===== config.mk =====
export PLATFORM = sky130hd
export DESIGN_NAME = mul_acc_stage
export DESIGN_NICKNAME = d
export VERILOG_FILES = /design/src/rtl/mul_acc_stage.sv
export SDC_FILE = /design/constraint.sdc
export NUM_CORES = 1
export LEC_CHECK = 0
export CORE_ASPECT_RATIO = 1.75
export CORE_UTILIZATION = 40
export CTS_CLUSTER_SIZE = 14
export DETAILED_ROUTE_END_ITERATION = 12
export HOLD_SLACK_MARGIN = 0.15
export PLACE_DENSITY = 0.68
export SYNTH_ARGS = -nofsm -noshare
export SYNTH_HDL_FRONTEND = slang
export SYNTH_SLANG_ARGS = --single-unit
export TNS_END_PERCENT = 10

===== constraint.sdc =====
create_clock -name clk -period 3 [get_ports clk]
set_input_delay 0.3 -clock clk [delete_from_list [all_inputs] [get_ports clk]]
set_output_delay 0.3 -clock clk [all_outputs]
set_load 0.1 [all_outputs]

===== src/rtl/mul_acc_stage.sv =====
// mul_acc_stage: sums COUNT consecutive unsigned products from a
// combinational multiplier into an ACC_W-bit accumulator. Products arrive
// on a valid/ready input handshake. Each finished batch sum is presented on
// a valid/ready output handshake.
//
// Optional build feature: define MUL_ACC_SAT_EN to make the accumulator
// saturate at 2^ACC_W-1 on carry-out. Without it, the accumulator wraps
// modulo 2^ACC_W. In both builds, out_ovf reports whether any carry-out
// occurred during the batch.
//
// Port names follow the surrounding MAC datapath (clk, rst_n, in_*, out_*).
module mul_acc_stage #(
  parameter int PROD_W = 8,
  parameter int ACC_W  = 16,
  parameter int COUNT  = 4
) (
  input  logic              clk,
  input  logic              rst_n,
  input  logic              clr,
  input  logic              in_valid,
  output logic              in_ready,
  input  logic [PROD_W-1:0] in_prod,
  output logic              out_valid,
  input  logic              out_ready,
  output logic [ACC_W-1:0]  out_sum,
  output logic              out_ovf
);

  // A counter wide enough to index 0..COUNT-1. The minimum width is 1 bit,
  // which covers the COUNT=1 case.
  localparam int                CNT_W    = (COUNT > 1) ? $clog2(COUNT) : 1;
  localparam logic [CNT_W-1:0]  LAST_CNT = CNT_W'(COUNT - 1);

  typedef enum logic {
    ST_ACCUM = 1'b0,
    ST_DONE  = 1'b1
  } state_t;

  state_t             r_state;
  state_t             w_state_next;

  logic [ACC_W-1:0]   r_acc;
  logic [CNT_W-1:0]   r_cnt;
  logic               r_sticky;
  logic [ACC_W-1:0]   r_sum;
  logic               r_ovf;

  logic               w_in_ready;
  logic               w_out_valid;
  logic               w_accept;
  logic               w_last_accept;
  logic               w_handshake;
  logic [ACC_W:0]     w_sum_ext;
  logic               w_carry;
  logic [ACC_W-1:0]   w_acc_add;
  logic               w_sticky_add;

  // Handshake qualifiers. These are decoded straight from the state
  // register, so they never depend on the next-state logic.
  assign w_accept      = in_valid  & (r_state == ST_ACCUM);
  assign w_last_accept = w_accept  & (r_cnt == LAST_CNT);
  assign w_handshake   = out_ready & (r_state == ST_DONE);

  // Add one zero-extended product. The extra top bit holds the carry-out.
  assign w_sum_ext    = {1'b0, r_acc} + (ACC_W + 1)'(in_prod);
  assign w_carry      = w_sum_ext[ACC_W];
  assign w_sticky_add = r_sticky | w_carry;

`ifdef MUL_ACC_SAT_EN
  // Once the accumulator is pinned at all-ones, every later nonzero add
  // carries again. Adding zero leaves it unchanged. So the accumulator
  // stays saturated for the rest of the batch.
  assign w_acc_add = w_carry ? {ACC_W{1'b1}} : w_sum_ext[ACC_W-1:0];
`else
  assign w_acc_add = w_sum_ext[ACC_W-1:0];
`endif

  // State register for the ACCUM/DONE handshake sequencer.
  always_ff @(posedge clk or negedge rst_n) begin
    // NOTE: sequential state is updated with <= so that every register
    // samples values from before the edge, regardless of block ordering.
    if (!rst_n) r_state <= ST_ACCUM;
    else        r_state <= w_state_next;
  end

  // Next-state and handshake outputs. A clear overrides everything.
  always_comb begin
    // NOTE: every output of this block gets a default first. Without the
    // defaults, a path that skips an assignment would infer a latch.
    w_state_next = r_state;
    w_in_ready   = 1'b0;
    w_out_valid  = 1'b0;
    unique case (r_state)
      ST_ACCUM: begin
        w_in_ready = 1'b1;
        if (w_last_accept) w_state_next = ST_DONE;
      end
      ST_DONE: begin
        w_out_valid = 1'b1;
        // The return to ACCUM is registered. in_ready rises only on the
        // cycle after the output handshake, so there is no bypass path.
        if (w_handshake) w_state_next = ST_ACCUM;
      end
      default: w_state_next = ST_ACCUM;
    endcase
    if (clr) w_state_next = ST_ACCUM;
  end

  // Running batch state: accumulator, product counter and carry flag.
  // Everything is zeroed when the batch closes, so the next batch starts
  // fresh.
  always_ff @(posedge clk or negedge rst_n) begin
    if (!rst_n) begin
      r_acc    <= '0;
      r_cnt    <= '0;
      r_sticky <= 1'b0;
    end else if (clr) begin
      r_acc    <= '0;
      r_cnt    <= '0;
      r_sticky <= 1'b0;
    end else if (w_last_accept) begin
      r_acc    <= '0;
      r_cnt    <= '0;
      r_sticky <= 1'b0;
    end else if (w_accept) begin
      r_acc    <= w_acc_add;
      r_cnt    <= r_cnt + CNT_W'(1);
      r_sticky <= w_sticky_add;
    end
  end

  // Result holding register. It loads on the closing accept and stays
  // stable through DONE, because no accept can occur while in_ready is low.
  always_ff @(posedge clk or negedge rst_n) begin
    if (!rst_n) begin
      r_sum <= '0;
      r_ovf <= 1'b0;
    end else if (clr) begin
      r_sum <= '0;
      r_ovf <= 1'b0;
    end else if (w_last_accept) begin
      r_sum <= w_acc_add;
      r_ovf <= w_sticky_add;
    end
  end

  assign in_ready  = w_in_ready;
  assign out_valid = w_out_valid;
  assign out_sum   = r_sum;
  assign out_ovf   = r_ovf;

endmodule


# [After elaboration in Yosys (flattened, before gate mapping)]
# Cells that the tools add are included.
[word_totals] register_bits=37 input_bits=13 word_cells=35
[op_classes] add_sub_neg=2 n_eq_ne=1 mux=19 bitwise_logic=5 n_reduce_logical=2
[ops] cell="$mux W16" n=5
[ops] cell="$add A16 B8 Y17" n=1
[ops] cell="$mux W1" n=10
[ops] cell="$mux W2" n=3
[ops] cell="$and A1 B1 Y1" n=3
[ops] cell="$reduce_bool A3 Y1" n=1
[ops] cell="$add A2 B1 Y2 const B" n=1
[ops] cell="$eq A2 B2 Y1 const B" n=1
[ops] cell="$pmux W1 S2" n=1
[ops] cell="$reduce_bool A2 Y1" n=1
[ops] cell="$not A1 Y1" n=1
[ops] cell="$or A1 B1 Y1" n=1

# [Longest topological paths before layout]
[logic_depth] depth_word=6 mapped_depth=9 mapped_depth_nobuf=9

# [Least setup slack after synthesis]
# OpenSTA, ideal clock, no wires.
[synth_timing] path_type="register to register" startpoint="register r_state" endpoint="register r_ovf (netlist: out_ovf)" setup_time_ps=127 arrival_ps=2393 t_required_ps=2873 path_slack_ps=480 stages_incl_launch_ff=7 path_buffers=1 period_less_slack_ps=2520 cell_sequence="dfrtp_1 -> inv_2 -> nand2_1 -> nor2_1 -> and2_1 -> clkbuf_1 -> a221o_1"
[synth_between] elab_chain_len=4
[synth_rtl] item="start: declaration" line_no="39" text="state_t r_state;"
[synth_rtl] item="start signal: assignment" line_no="83" text="else r_state <= w_state_next;"
[synth_rtl] item="$not A1 Y1"
[synth_rtl] item="$and A1 B1 Y1" line_no="60" text="assign w_accept = in_valid & (r_state == ST_ACCUM);"
[synth_rtl] item="$and A1 B1 Y1" line_no="61" text="assign w_last_accept = w_accept & (r_cnt == LAST_CNT);"
[synth_rtl] item="$reduce_bool A2 Y1 (no source line)"
[synth_rtl] item="end signal: assignment" line_no="143" text="r_ovf <= w_sticky_add;"
[synth_rtl] item="end: declaration" line_no="46" text="logic r_ovf;"
# Every way passes these cells.
# A chain may end at the register's enable or synchronous reset.

# [Worst setup path after layout]
[layout_timing] startpoint="input port in_prod[0]" endpoint="register r_sum[12] (netlist: out_sum[12])"
[layout_between] elab_chain_len=3
[layout_rtl] item="start: declaration" line_no="22" text="input logic [PROD_W-1:0] in_prod,"
[layout_rtl] item="$add A16 B8 Y17" line_no="65" text="assign w_sum_ext = {1'b0, r_acc} + (ACC_W + 1)'(in_prod);"
[layout_rtl] item="$mux W16" line_no="141" text="end else if (w_last_accept) begin"
[layout_rtl] item="$mux W16" line_no="138" text="end else if (clr) begin"
[layout_rtl] item="end signal: assignment" line_no="142" text="r_sum <= w_acc_add;"
[layout_rtl] item="end: declaration" line_no="45" text="logic [ACC_W-1:0] r_sum;"
# Every way passes these cells. The select of a mux whose other input is x is not followed.

==> metrics <==
status complete, no violations; Synth async-reset ratio 1.00; syn nets 218; insertion delay to the later sink of the worst-skew pair 0.29 ns; total length of routed wires 4.31 mm; clock-pin slew on the worst setup and hold paths 0.07 ns; via total after detailed routing 1,574; Int Power 830 µW; Die Outline Area 0.00539 mm²; HP Class reg2reg; Routability Congestion 0.801; CP Capture Type flip-flop; clock tree from TritonCTS done; Initial Util 0.413; highest-delay cell along the critical path sky130_fd_sc_hd__or4_1; Max-cap violations 0; count of flip-flops with a built-in enable after synthesis 0; P_sw 360 µW; IO buf count 31; first-pass detailed-route iteration total 4; clock buffer depth 2; Final Hold Violating Endpoints 0; root buffer selected by CTS sky130_fd_sc_hd__clkbuf_8; final critical path time including I/O delays and setup 2.41 ns; diode insertion count for antenna repair 0; sinks on the clock net 37; switching power as a share of total power 0.303; worst flop-to-flop path startpoint r_acc[0]$_DFFE_PN0P_; drt via density 5.58; Net count, final 250; unique cell type count in the Yosys netlist 46; leakage power 1.12 nW; type of element launching the critical path input pin; dpl cell area 0.00232 mm²; final hold slack 0.477 ns; highest clock frequency the design can meet 414 MHz; pin count of the biggest net entering global routing 38; required time worst endpoint 3.23 ns; DRC violations left 0; x dimension of the die 55.9 µm; cell-by-cell listing of the critical path clkdlybuf4s50_1 -> ha_1 -> inv_1 -> fa_1 -> and2b_1 -> o2111ai_1 -> nand3_2 -> nand4_4 -> or4_1 -> nand3_1; reg-to-reg critical path endpoint out_sum[12]$_DFFE_PN0P_; Area growth syn-to-layout 19.2%; RSZ-0062 raised after global routing false; core region area 0.00493 mm²; Primary FF master, synth sky130_fd_sc_hd__dfrtp_1; WS Path Type in2reg; Filler Cell Count 465; vias in the first global route 1,523; sequential share of the synthesized area 0.455; number of buffers and inverters on the critical path 2; number of warning messages in the yosys log 0; share of power burned in combinational logic 0.215; fin. max-slew vios 0; normalized max-slew margin 0.359; Final Cell Area 0.00243 mm²; highest net fanout along the worst path 9; delay of the slowest cell on the worst path 0.50 ns; vertical die dimension 96.4 µm; DPL Wire Length 3.20 mm; mapped cell area 0.00204 mm²; post-detailed-route wirelength per cell 15.3 µm; wire length of the first global-routing pass 7.29 mm; instance count of the mapped netlist 195; H-tree level count 2; Max rail drop VDD 0.000263 V; ports placed on the boundary 32; Hold Path Depth 2; Mean Syn Cell Area 10.4 µm²; First DRT Iteration DRCs 37; slew at the pin closest to its max-slew limit 0.959 ns; total of endpoints with negative setup slack in the final report 0; clock network fraction of total power 0.323; period utilisation layout 0.805; Setup TNS 0 ns; post-route antenna net violation count 0; initial antenna violation count 0; worst clock skew on the final layout 0.00430 ns; Sequential Power Share 0.462; reg-to-reg setup timing slack 0.72 ns; synthesized flop and latch total 37; clock buffer count from CTS 5; power per standard cell area 490 mW/mm²; startpoint of the lowest-slack hold path out_sum[1]$_DFFE_PN0P_; sum of overflow across all layers after global routing 0; proportion of layout cells with a drive suffix above 1 0.175; gr usage total 0.177; number of cells on the worst reg-to-reg path 9; cell type group with the largest total delay on the critical path simple AND/OR/NAND/NOR gates; endpoint with the worst hold slack out_sum[1]$_DFFE_PN0P_; arrival time reported for the critical path endpoint 2.64 ns; site row count 34
==> worst reg2reg max path, cell delays in order (launching register included) <==
cell                        delay (ns)
sky130_fd_sc_hd__dfrtp_1          0.35
sky130_fd_sc_hd__ha_1             0.18
sky130_fd_sc_hd__inv_1            0.06
sky130_fd_sc_hd__fa_1             0.38
sky130_fd_sc_hd__and2b_1          0.23
sky130_fd_sc_hd__o2111ai_1        0.14
sky130_fd_sc_hd__nand3_2          0.14
sky130_fd_sc_hd__nand4_4          0.15
sky130_fd_sc_hd__or4_1            0.50
sky130_fd_sc_hd__nand3_1          0.09
==> repair_timing <==
action / in CTS / in global routing
buffers inserted: 0 / 0
gates resized for setup: 0 / 0
hold buffers: 1 / 0
endpoints found under the hold margin: 37 / 0
==> power by group through the flow <==
| stage | Combinational, mW | Clock (mW) | Sequential [mW] |
|---|---|---|---|
| finish | 0.256 | 0.385 | 0.550 |
| global placement | 0.256 | 0 | 0.558 |
| global route | 0.283 | 0.420 | 0.553 |
| floorplan | 0.181 | 0 | 0.571 |
| CTS | 0.259 | 0.395 | 0.549 |
| detailed placement | 0.256 | 0 | 0.558 |
==> layout by cell type (no fill, tap or decap), types with 4 or more instances in the layout <==
master and instances:
sky130_fd_sc_hd__dfrtp_1 37, sky130_fd_sc_hd__o21ai_0 11, sky130_fd_sc_hd__buf_4 20, sky130_fd_sc_hd__nand2_1 24
sky130_fd_sc_hd__ha_1 9, sky130_fd_sc_hd__o211ai_1 5, sky130_fd_sc_hd__xor2_1 6, sky130_fd_sc_hd__a31oi_1 7
sky130_fd_sc_hd__clkbuf_8 7, sky130_fd_sc_hd__a21oi_1 10, sky130_fd_sc_hd__clkdlybuf4s50_1 13, sky130_fd_sc_hd__inv_1 4
sky130_fd_sc_hd__a22o_1 12, sky130_fd_sc_hd__nor2_1 7, sky130_fd_sc_hd__xnor2_1 6
==> per-layer routing <==
metal,wire (µm),share of wire,vias up,GRT usage
li1,-,-,782,-
met1,1730,0.40,762,0.198
met2,2380,0.55,24,0.325
met3,119,0.028,6,0.0360
met4,73,0.017,0,0.0732
met5,0,0,-,0
==> through the flow <==
step | util | power, mW | setup WS [ns] | instances
3_5_place_dp | 0.470 | 0.815 | 0.272 | 273
2_1_floorplan | - | 0.753 | 0.480 | 195
4_1_cts | 0.492 | 1.20 | 0.568 | 282
5_1_grt | 0.492 | 1.26 | 0.451 | 282
6_report | 0.492 | 1.19 | 0.586 | 282
3_3_place_gp | 0.470 | 0.814 | 0.299 | 273
==> state kept, by name, summed over array words and instances (netlist names) <==
register	flops
r_acc	16
out_sum	16
r_state	1
r_sticky	1
r_cnt	2
out_ovf	1
==> layout make-up <==
type / instances / area, µm² / share of cell area
clock buffers: 7 / 96.3 / 0.0397
clock inverters: 1 / 5.00 / 0.00206
inverters: 5 / 18.8 / 0.00773
multi-input cells: 143 / 1020 / 0.420
flip-flops and latches: 37 / 926 / 0.381
well taps: 54 / 67.6 / 0.0278
repair buffers: 35 / 295 / 0.122
==> worst max path at each step <==
stage / cells after the start / start / to / slack (ns)
final: 10 / in_prod[0] / out_sum[12]$_DFFE_PN0P_ / 0.59
after CTS: 10 / in_prod[0] / out_sum[12]$_DFFE_PN0P_ / 0.57
after detailed placement: 10 / in_prod[0] / out_sum[14]$_DFFE_PN0P_ / 0.27
after floorplan: 6 / r_state$_DFF_PN0_ / out_ovf$_DFFE_PN0P_ / 0.48
after global placement: 10 / in_prod[0] / out_sum[12]$_DFFE_PN0P_ / 0.30
after global routing: 10 / in_prod[0] / out_sum[12]$_DFFE_PN0P_ / 0.45
==> logic make-up (layout without fill, tap and decap cells) <==
kind of cell / count (synthesis) / in the layout / share of synthesized area
buf+inv: 15 / 48 / 0.0473
flops: 37 / 37 / 0.455
xor+xnor: 12 / 12 / 0.0516
fa+ha+maj: 10 / 10 / 0.0651
compound gates: 64 / 64 / 0.234
simple gates: 57 / 57 / 0.147
==> Yosys cell counts, types with 2 or more instances <==
library cell               instances  area share
sky130_fd_sc_hd__xor2_1            6       0.026
sky130_fd_sc_hd__a41oi_1           2      0.0086
sky130_fd_sc_hd__clkbuf_8          2       0.014
sky130_fd_sc_hd__a21oi_1          10       0.025
sky130_fd_sc_hd__and3_1            2      0.0061
sky130_fd_sc_hd__xnor2_1           6       0.026
sky130_fd_sc_hd__nor2_1            7       0.013
sky130_fd_sc_hd__o21a_1            3       0.011
sky130_fd_sc_hd__o21ai_0          11       0.027
sky130_fd_sc_hd__a22o_1           12       0.052
sky130_fd_sc_hd__nor2b_1           2      0.0061
sky130_fd_sc_hd__a41oi_2           3       0.024
sky130_fd_sc_hd__inv_1             4      0.0074
sky130_fd_sc_hd__ha_1              9       0.055
sky130_fd_sc_hd__nand2_1          24       0.044
sky130_fd_sc_hd__dfrtp_1          37        0.45
sky130_fd_sc_hd__o31ai_1           2      0.0074
sky130_fd_sc_hd__or4_1             2      0.0074
sky130_fd_sc_hd__nor3_1            4      0.0098
sky130_fd_sc_hd__clkbuf_1          4      0.0074
sky130_fd_sc_hd__o21ai_1           2      0.0049
sky130_fd_sc_hd__nand3_1           3      0.0074
sky130_fd_sc_hd__or3_1             3      0.0092
sky130_fd_sc_hd__o211ai_1          5       0.018
sky130_fd_sc_hd__buf_6             2       0.011
sky130_fd_sc_hd__a31oi_1           7       0.021
sky130_fd_sc_hd__and4_1            2      0.0086
Power figures use the tool's default switching activity.
